[src/rtl/csr_uart_fifo.sv]
// CSR-mapped UART: 8N1 transmitter holding one character, and a receiver feeding
// a FIFO so that back-to-back bytes survive between software polls.
module csr_uart_fifo #(
  parameter logic [11:0] BASE_ADDR  = 12'hBC0,
  parameter int          CLOCK_RATE = 200_000_000,
  parameter int          BAUD_RATE  = 115200,
  parameter int          FIFO_DEPTH = 16
) (
  input  logic        clk,
  input  logic        rstn,
  input  logic        read,
  input  logic [2:0]  modify,
  input  logic [31:0] wdata,
  input  logic [11:0] addr,
  output logic [31:0] rdata,
  output logic        valid,
  input  logic        rx,
  output logic        tx,
  input  logic        AVOID_WARNING
);

  localparam int DIV = CLOCK_RATE / BAUD_RATE;
  localparam int CW  = $clog2(DIV) + 1;
  localparam int AW  = $clog2(FIFO_DEPTH);
  localparam logic [CW-1:0] BIT_CNT  = CW'(DIV - 1);
  localparam logic [CW-1:0] HALF_CNT = CW'(DIV / 2 - 1);

  typedef enum logic [1:0] {IDLE, START, DATA, STOP} uart_state_t;

  uart_state_t rx_state, tx_state;
  logic          rx_meta, rx_sync;
  logic [CW-1:0] rx_cnt, tx_cnt;
  logic [2:0]    rx_bits, tx_bits;
  logic [7:0]    rx_shift, tx_shift;
  logic [7:0]    mem [FIFO_DEPTH];
  logic [AW:0]   wr_ptr, rd_ptr;
  logic          overflow;
  logic          write, write_tx, clear_ovf;
  logic          empty, full, pop, rx_push, push_ok;
  logic [7:0]    head;
  logic          unused_bits;

  assign valid     = (addr == BASE_ADDR);
  assign write     = valid && (modify != 3'd0);
  assign clear_ovf = write && wdata[9];
  assign write_tx  = write && !wdata[9] && (tx_state == IDLE);

  assign empty   = (wr_ptr == rd_ptr);
  assign full    = (wr_ptr[AW] != rd_ptr[AW]) && (wr_ptr[AW-1:0] == rd_ptr[AW-1:0]);
  assign head    = mem[rd_ptr[AW-1:0]];
  assign pop     = valid && read && !empty;
  assign rx_push = (rx_state == STOP) && (rx_cnt == '0) && rx_sync;
  // A pop in the same cycle frees a slot, so a full FIFO can still accept the push.
  assign push_ok = rx_push && (!full || pop);

  assign unused_bits = ^{AVOID_WARNING, wdata[31:10], wdata[8]};

  always_comb begin
    rdata = '0;
    if (valid) rdata = {21'b0, overflow, (tx_state != IDLE), empty, (empty ? 8'h00 : head)};
  end

  always_ff @(posedge clk or negedge rstn) begin
    if (!rstn) begin
      rx_meta <= 1'b1;
      rx_sync <= 1'b1;
    end else begin
      rx_meta <= rx;
      rx_sync <= rx_meta;
    end
  end

  always_ff @(posedge clk or negedge rstn) begin
    if (!rstn) begin
      wr_ptr   <= '0;
      rd_ptr   <= '0;
      overflow <= 1'b0;
    end else begin
      if (push_ok) wr_ptr <= wr_ptr + 1'b1;
      if (pop)     rd_ptr <= rd_ptr + 1'b1;
      if (rx_push && !push_ok) overflow <= 1'b1;
      else if (clear_ovf)      overflow <= 1'b0;
    end
  end

  always_ff @(posedge clk) begin
    if (push_ok) mem[wr_ptr[AW-1:0]] <= rx_shift;
  end

  // Receiver: start edge is re-checked at mid-bit, then each bit sampled one period later.
  always_ff @(posedge clk or negedge rstn) begin
    if (!rstn) begin
      rx_state <= IDLE;
      rx_cnt   <= '0;
      rx_bits  <= '0;
      rx_shift <= '0;
    end else begin
      case (rx_state)
        IDLE: if (!rx_sync) begin
          rx_state <= START;
          rx_cnt   <= HALF_CNT;
        end
        START: if (rx_cnt != '0) rx_cnt <= rx_cnt - 1'b1;
          else if (!rx_sync) begin
            rx_state <= DATA;
            rx_cnt   <= BIT_CNT;
            rx_bits  <= '0;
          end else rx_state <= IDLE;
        DATA: if (rx_cnt != '0) rx_cnt <= rx_cnt - 1'b1;
          else begin
            rx_shift <= {rx_sync, rx_shift[7:1]};
            rx_cnt   <= BIT_CNT;
            rx_bits  <= rx_bits + 1'b1;
            if (rx_bits == 3'd7) rx_state <= STOP;
          end
        STOP: if (rx_cnt != '0) rx_cnt <= rx_cnt - 1'b1;
          else rx_state <= IDLE;
        default: rx_state <= IDLE;
      endcase
    end
  end

  always_ff @(posedge clk or negedge rstn) begin
    if (!rstn) begin
      tx_state <= IDLE;
      tx_cnt   <= '0;
      tx_bits  <= '0;
      tx_shift <= '0;
      tx       <= 1'b1;
    end else begin
      case (tx_state)
        IDLE: if (write_tx) begin
          tx_state <= START;
          tx_cnt   <= BIT_CNT;
          tx_shift <= wdata[7:0];
          tx       <= 1'b0;
        end
        START: if (tx_cnt != '0) tx_cnt <= tx_cnt - 1'b1;
          else begin
            tx_state <= DATA;
            tx_cnt   <= BIT_CNT;
            tx_bits  <= '0;
            tx       <= tx_shift[0];
            tx_shift <= {1'b0, tx_shift[7:1]};
          end
        DATA: if (tx_cnt != '0) tx_cnt <= tx_cnt - 1'b1;
          else begin
            tx_cnt <= BIT_CNT;
            if (tx_bits == 3'd7) begin
              tx_state <= STOP;
              tx       <= 1'b1;
            end else begin
              tx_bits  <= tx_bits + 1'b1;
              tx       <= tx_shift[0];
              tx_shift <= {1'b0, tx_shift[7:1]};
            end
          end
        STOP: if (tx_cnt != '0) tx_cnt <= tx_cnt - 1'b1;
          else tx_state <= IDLE;
        default: tx_state <= IDLE;
      endcase
    end
  end

endmodule

[config.mk]
export PLATFORM = sky130hd
export DESIGN_NAME = csr_uart_fifo
export DESIGN_NICKNAME = d
export VERILOG_FILES = /design/src/rtl/csr_uart_fifo.sv
export SDC_FILE = /design/constraint.sdc
export NUM_CORES = 1
export LEC_CHECK = 0
export ABC_AREA = 1
export CORE_MARGIN = 1
export CORE_UTILIZATION = 30
export CTS_BUF_LIST = sky130_fd_sc_hd__clkbuf_8
export CTS_CLUSTER_DIAMETER = 40
export DETAILED_ROUTE_END_ITERATION = 8
export GPL_TIMING_DRIVEN = 0
export SLEW_MARGIN = 40
export SYNTH_ARGS = -nofsm -noshare
export SYNTH_HDL_FRONTEND = slang
export SYNTH_SLANG_ARGS = --single-unit
[constraint.sdc]
create_clock -name clk -period 2.9 [get_ports clk]
set_input_delay 0.29 -clock clk [delete_from_list [all_inputs] [get_ports clk]]
set_output_delay 0.29 -clock clk [all_outputs]
set_load 0.005 [all_outputs]
==> metrics.md, run 1 <==
| Metric | Value |
|---|---|
| Outcome | complete, no violations |
| Post-Syn Area | 0.00926 sq mm |
| Final Max Tran Viols | 0 |
| First-pass GRT wire length | 33900 um |
| Row Count | 63 |
| Drt pass-1 iters | 5 |
| Final #Nets | 1115 |
| Vias per cell | 4.71 |
| Worst Skew | 0.0213 ns |
| Num ports | 86 |
| Power Density | 595 mW/mm^2 |
| Slew HR | 0.461 |
| Hold Slack | 0.189 ns |
| Ys flop type | edfxtp_1 |
| DR iter-0 viols | 482 |
| Critical Path RT | 2.61 ns |
| Die height | 178 um |
| Max_cap viols | 0 |
| GRT Util Overall | 0.139 |
| Total CTS buffers | 17 |
| Die ar. | 0.0316 sq mm |
| GP Congestion | 0.787 |
| Worst path max stage delay | 0.53 ns |
| Leakage | 4.69 nW |
| Cell count after synthesis | 958 |
| DR WL met2 | 9760 um |
| Root Driver | clkbuf_8 |
| Clock Path Buffers | 2 |
| Yosys reg bits | 192 |
| Post-synth EDFFs | 128 |
| Number of port buffers | 40 |
| Non-Filler Instances | 1444 |
| Clock slew at reported path FFs | 0.11 ns |
| Largest net degree at the start of global routing | 49 |
| Antenna violations before repair | 0 |
| Slowest-stage cell, CP | clkdlybuf4s50_1 |
| Leading area contributor after synthesis | edfxtp_1 |
| Min cycle time layout | 2.82 ns |
| Commonest cells in the netlist | nand2_1 (204), nor2_1 (139), edfxtp_1 (128) |
| Final worst-path cycle share | 0.971 |
| Final Power | 6.43 mW |
| Most used cell along the critical path | buf_6 |
| Layout area overhead | 16.7% |
| RSZ-0062 raised after global routing | yes |
| Startpoint Class | flop |
| Core region area | 0.0300 sq mm |
| H-tree levels | 4 |
| Cell with the most instances after synthesis | nand2_1 |
| CTS tree | built |
| Worst Setup End Kind | output pin |
| Wirelength per Cell | 14.5 um |
| Vias in the first global route | 6647 |
| Final WL | 21000 um |
| Synth area leaders | edfxtp_1 (42%), dfrtp_1 (16%), nand2_1 (8.3%) |
| Critical Path AT | 2.53 ns |
| Die Wd | 178 um |
| Slew at the pin closest to its max-slew limit | 0.806 ns |
| Ratio of cells with drive above 1 in the final layout | 0.121 |
| Layout Utilization | 0.360 |
| Synth unique cells | 39 |
| Initial Util | 0.308 |
| Diode count | 0 |
| DP Wirelength | 14400 um |
| Post-Place Cells | 1409 |
| CP Cell Sequence | inv_1 > buf_6 > buf_6 > nor2_1 > o211ai_1 > nand3_1 > a21oi_1 > clkdlybuf4s50_1 |
| DRT antenna net count | 0 |
| Vias post-DR | 6808 |
| Drt drc | 0 |
| M1 WL | 9990 um |
| Global route total overflow | 0 |
| CP max FO | 10 |
| Hold/Removal Path Class | input pin to asynchronous set/reset pin |
| Routed wl met3 | 1020 um |
| DR top layer | met4 |
| Crit path kind | flop to output pin |
| Max IR drop VDD | 0.000350 V |
| # clock sinks | 192 |
| Skew-Pair Late Insertion Delay | 0.48 ns |
| Synth warnings | 0 |
| Sequential-to-total area share from yosys stat | 0.589 |
| Max Clock Freq | 355 MHz |
| Hold Vio Cnt, Final | 0 |
| Top cell type's share of synthesized area | 0.415 |
| Asr flop ratio synth | 0.333 |
| Mapped Avg Cell Area | 9.66 sq um |
| Setup Viol. Count Final | 0 |
-- cell families after synthesis --
family / count (synthesis) / synth area share
other: 1 / 0.000405
DFF: 192 / 0.589
adders and majority gates: 22 / 0.0297
and+or+nand+nor: 445 / 0.207
AOI/OAI and AO/OA: 148 / 0.0884
xor gates and xnor gates: 26 / 0.0246
buffers and inverters: 124 / 0.0612
-- repair_timing --
item / CTS / global route
gates resized for setup: 30 / 29
endpoints found under the setup margin: 8 / 8
hold buffers: 1 / 0
buffers inserted: 1 / 1
pin swaps: 1 / 8
endpoints found under the hold margin: 61 / 0
-- layout by cell type (no fill, tap or decap), drive strengths merged, types with 2 or more instances in the layout --
cell type / netlist / routed
nand2: 212 / 212
nor2: 145 / 145
edfxtp: 128 / 128
o21ai: 89 / 89
inv: 70 / 79
nand3: 69 / 69
dfrtp: 61 / 61
buf: 40 / 48
clkdlybuf4s50: 0 / 37
clkbuf: 10 / 23
xor2: 22 / 22
ha: 22 / 22
conb: 1 / 21
a21oi: 20 / 20
o211ai: 16 / 16
o22ai: 16 / 16
clkinv: 4 / 9
nor3: 8 / 8
nand4: 6 / 6
xnor2: 4 / 4
a22oi: 4 / 4
dfstp: 3 / 3
or2: 2 / 2
dlymetal6s2s: 0 / 2
-- worst paths after layout --
check	startpoint	end	slack (ns)	cells past startpoint
max	rd_ptr[0]	rdata[4]	0.08	8
min	rstn	tx_shift[4]	0.19	2
max reg2reg	rx_cnt[0]	mem[7][2]	0.25	8
min reg2reg	rx_meta	rx_sync	0.38	0
max in group asynchronous	rstn	rx_sync	2.16	3
min in group clk	rx	rx_meta	0.22	1
-- area by class of cell --
type,count,area [sq um]
timing repair buffer,44,459
clock buffer,17,234
sequential,192,5450
fill,3021,19200
multi-input combinational,662,3360
tap,390,488
inverter,74,285
buffer,50,367
clock inverter,15,161
-- sequential cells by signal (all words and copies together), names as in the netlist, 2 cells and up, named ones only --
signal,cells
tx_state,2
rx_shift,8
wr_ptr,5
rd_ptr,5
tx_shift,8
rx_cnt,12
tx_bits,3
mem,128
rx_bits,3
tx_cnt,12
-- metrics by stage --
step | instance area, sq um | TNS (ns) | setup slack (ns)
6_report | 10800 | 0 | 0.0836
5_1_grt | 10800 | -0.130 | -0.0437
4_1_cts | 10700 | 0 | 0.00198
3_5_place_dp | 10200 | -0.165 | -0.0115
3_3_place_gp | 10200 | -47.02 | -0.770
2_1_floorplan | 9330 | 0 | 0.750
-- worst max-delay path: cells and delay by family (launching register included) --
family | cells | cell delay [ns]
DFF | 1 | 0.46
AOI/OAI and AO/OA | 2 | 0.48
and+or+nand+nor | 2 | 0.21
buffers and inverters | 4 | 0.90
-- report_power, final --
| group | internal, mW | switching [mW] |
|---|---|---|
| clock network | 0.655 | 1.10 |
| registers | 3.06 | 0.134 |
| logic | 0.525 | 0.958 |
-- metal layers --
layer | track usage | up-vias
met2 | 0.224 | 175
met3 | 0.0308 | 17
met4 | 0.0388 | 0
met1 | 0.187 | 3263
li1 | - | 3353
met5 | 0 | -
(Power assumes the default switching activity.)
==> run 2, diff against run 1 <==
--- a/config.mk
+++ b/config.mk
@@ -12,7 +12,8 @@
 export CTS_CLUSTER_DIAMETER = 40
 export DETAILED_ROUTE_END_ITERATION = 8
 export GPL_TIMING_DRIVEN = 0
-export SLEW_MARGIN = 40
+export SLEW_MARGIN = 0
 export SYNTH_ARGS = -nofsm -noshare
 export SYNTH_HDL_FRONTEND = slang
 export SYNTH_SLANG_ARGS = --single-unit
+export TNS_END_PERCENT = 1
==> metrics.md, run 2 (synthesis gave the netlist of run 1 again) <==
| Metric | Value |
|---|---|
| RSZ-0062 raised after global routing | yes |
| Net Sw Frac | 0.347 |
| # clock sinks | 192 |
| DR iter-0 viols | 452 |
| Antenna violations before repair | 0 |
| Drt drc | 0 |
| Hold/Removal Path Class | input pin to flop |
| Die Wd | 178 um |
| Outcome | complete, no violations |
| Gate power share | 0.227 |
| Vias per cell | 4.62 |
| Leakage | 4.66 nW |
| Worst Setup End Kind | output pin |
| First-pass GRT wire length | 33900 um |
| Global route total overflow | 0 |
| GRT Util Overall | 0.138 |
| Largest net degree at the start of global routing | 65 |
| Num ports | 86 |
| Max Clock Freq | 346 MHz |
| Max reg flops | 128 |
| Final WL | 20900 um |
| Clock Path Buffers | 2 |
| Slew HR | 0.423 |
| Area occupied by multi-input gates | 0.00335 sq mm |
| Setup Viol. Count Final | 0 |
| Clock power share | 0.284 |
| Min cycle time layout | 2.89 ns |
| Row Count | 63 |
| Skew-Pair Late Insertion Delay | 0.50 ns |
| Final #Nets | 1113 |
| Post-Place Cells | 1408 |
| Commonest cells after routing, fill and taps aside | nand2_1 (203), nor2_1 (138), edfxtp_1 (128) |
| Worst Skew | 0.0272 ns |
| Die ar. | 0.0316 sq mm |
| Layout area overhead | 16.6% |
| Buf+Inv Stages, Crit Path | 4 |
| Most used cell along the critical path | buf_4 |
| Reg area | 0.00545 sq mm |
| Vias post-DR | 6668 |
| GP Congestion | 0.787 |
| Design area | 0.0108 sq mm |
| Setup TNS | 0 ns |
| P_sw | 2.26 mW |
| DP Area | 0.0102 sq mm |
| Hold Slack | 0.203 ns |
| Crit path kind | flop to output pin |
| Startpoint Class | flop |
| Number of port buffers | 40 |
| CP max FO | 10 |
| Commonest non-fill, non-tap cell in the layout | nand2_1 |
| Initial Util | 0.308 |
| Final Max Tran Viols | 0 |
| Power Density | 605 mW/mm^2 |
| Clock slew at reported path FFs | 0.11 ns |
| Critical Path AT | 2.60 ns |
| CP Launch Point | rd_ptr[0] |
| Worst path max stage delay | 0.52 ns |
| Critical Path RT | 2.61 ns |
| Wirelength per Cell | 14.5 um |
| DRT antenna net count | 0 |
| Max_cap viols | 0 |
| Ratio of cells with drive above 1 in the final layout | 0.119 |
| Critical R2R Launch | rx_cnt[0] |
| H-tree levels | 4 |
| Die height | 178 um |
| Core region area | 0.0300 sq mm |
| Internal Power | 4.26 mW |
| Vias in the first global route | 6539 |
| Hold Vio Cnt, Final | 0 |
| Diode count | 0 |
| CTS tree | built |
| Non-Filler Instances | 1442 |
| Crit path max-delay family | buffers and inverters |
| Fillers | 3012 |
| Slew at the pin closest to its max-slew limit | 0.862 ns |
| DP Wirelength | 14200 um |
| Total CTS buffers | 17 |
| Final worst-path cycle share | 0.996 |
| Worst hold start | rx |
| Sequential power share | 0.489 |
| Drt pass-1 iters | 4 |
| Root Driver | clkbuf_8 |
| Slowest-stage cell, CP | clkdlybuf4s50_1 |
| Max IR drop VDD | 0.000543 V |
| CP Cell Sequence | inv_1 > buf_4 > buf_4 > o21ai_0 > o211ai_1 > nand3_1 > a21oi_1 > clkdlybuf4s50_1 |
## run 2: cell count changes in the layout (fill, tap and decap cells not counted), moves of 2 or more
cell	previous run	this run
buf_4	31	28
clkinv_4	4	1
nor2_1	136	138
inv_12	0	3
clkinv_8	2	5
nor2_2	6	4
inv_8	8	4
## run 2: what timing repair did
action	4_1_cts	5_1_grt
endpoints found under the hold margin	61	0
pin swaps	2	7
setup endpoints to repair	8	15
buffers inserted	1	0
hold buffers	1	0
gates cloned	0	0
resized for setup	30	23
## run 2: area by class of cell
class | instances | area share
Clock inverter | 15 | 0.0183
Multi-Input combinational cell | 662 | 0.311
Tap cell | 390 | 0.0452
Clock buffer | 17 | 0.0217
Buffer | 50 | 0.0341
Timing Repair Buffer | 42 | 0.0387
Inverter | 74 | 0.0262
Sequential cell | 192 | 0.505
## run 2: stage by stage
stage                     utilization  total power, mW  worst slack, ns
final                           0.359             6.53           0.0123
after global routing            0.359             6.91          -0.0981
after CTS                       0.357             6.56         -0.00796
after detailed placement        0.340             4.72          -0.0350
after global placement          0.340             4.71           -0.770
after floorplan                     -             4.34            0.750
## run 2: final timing paths
path | endpoint | slack (ns) | cells past startpoint
hold / removal | rx_meta | 0.20 | 1
min in group asynchronous | tx_shift[6] | 0.43 | 2
setup reg to reg | mem[5][2] | 0.20 | 8
max in group asynchronous | rd_ptr[0] | 1.88 | 2
hold reg to reg | rx_sync | 0.39 | 0
setup / recovery | rdata[6] | 0.01 | 8
## run 2: power groups by stage
stage          sequential [mW]  combinational (mW)  clock, mW
6_report                  3.19                1.48       1.85
5_1_grt                   3.22                1.70       1.99
4_1_cts                   3.19                1.48       1.89
3_5_place_dp              3.25                1.47          0
3_3_place_gp              3.25                1.46          0
2_1_floorplan             3.22                1.12          0
## run 2: per-layer routing
metal | track usage | wire length [um] | part of all wire | vias to the layer above
met1 | 0.191 | 10200 | 0.49 | 3176
met2 | 0.223 | 9620 | 0.46 | 132
li1 | - | - | - | 3341
met3 | 0.0259 | 740 | 0.035 | 19
met5 | 0 | 0 | 0 | -
met4 | 0.0353 | 253 | 0.012 | 0
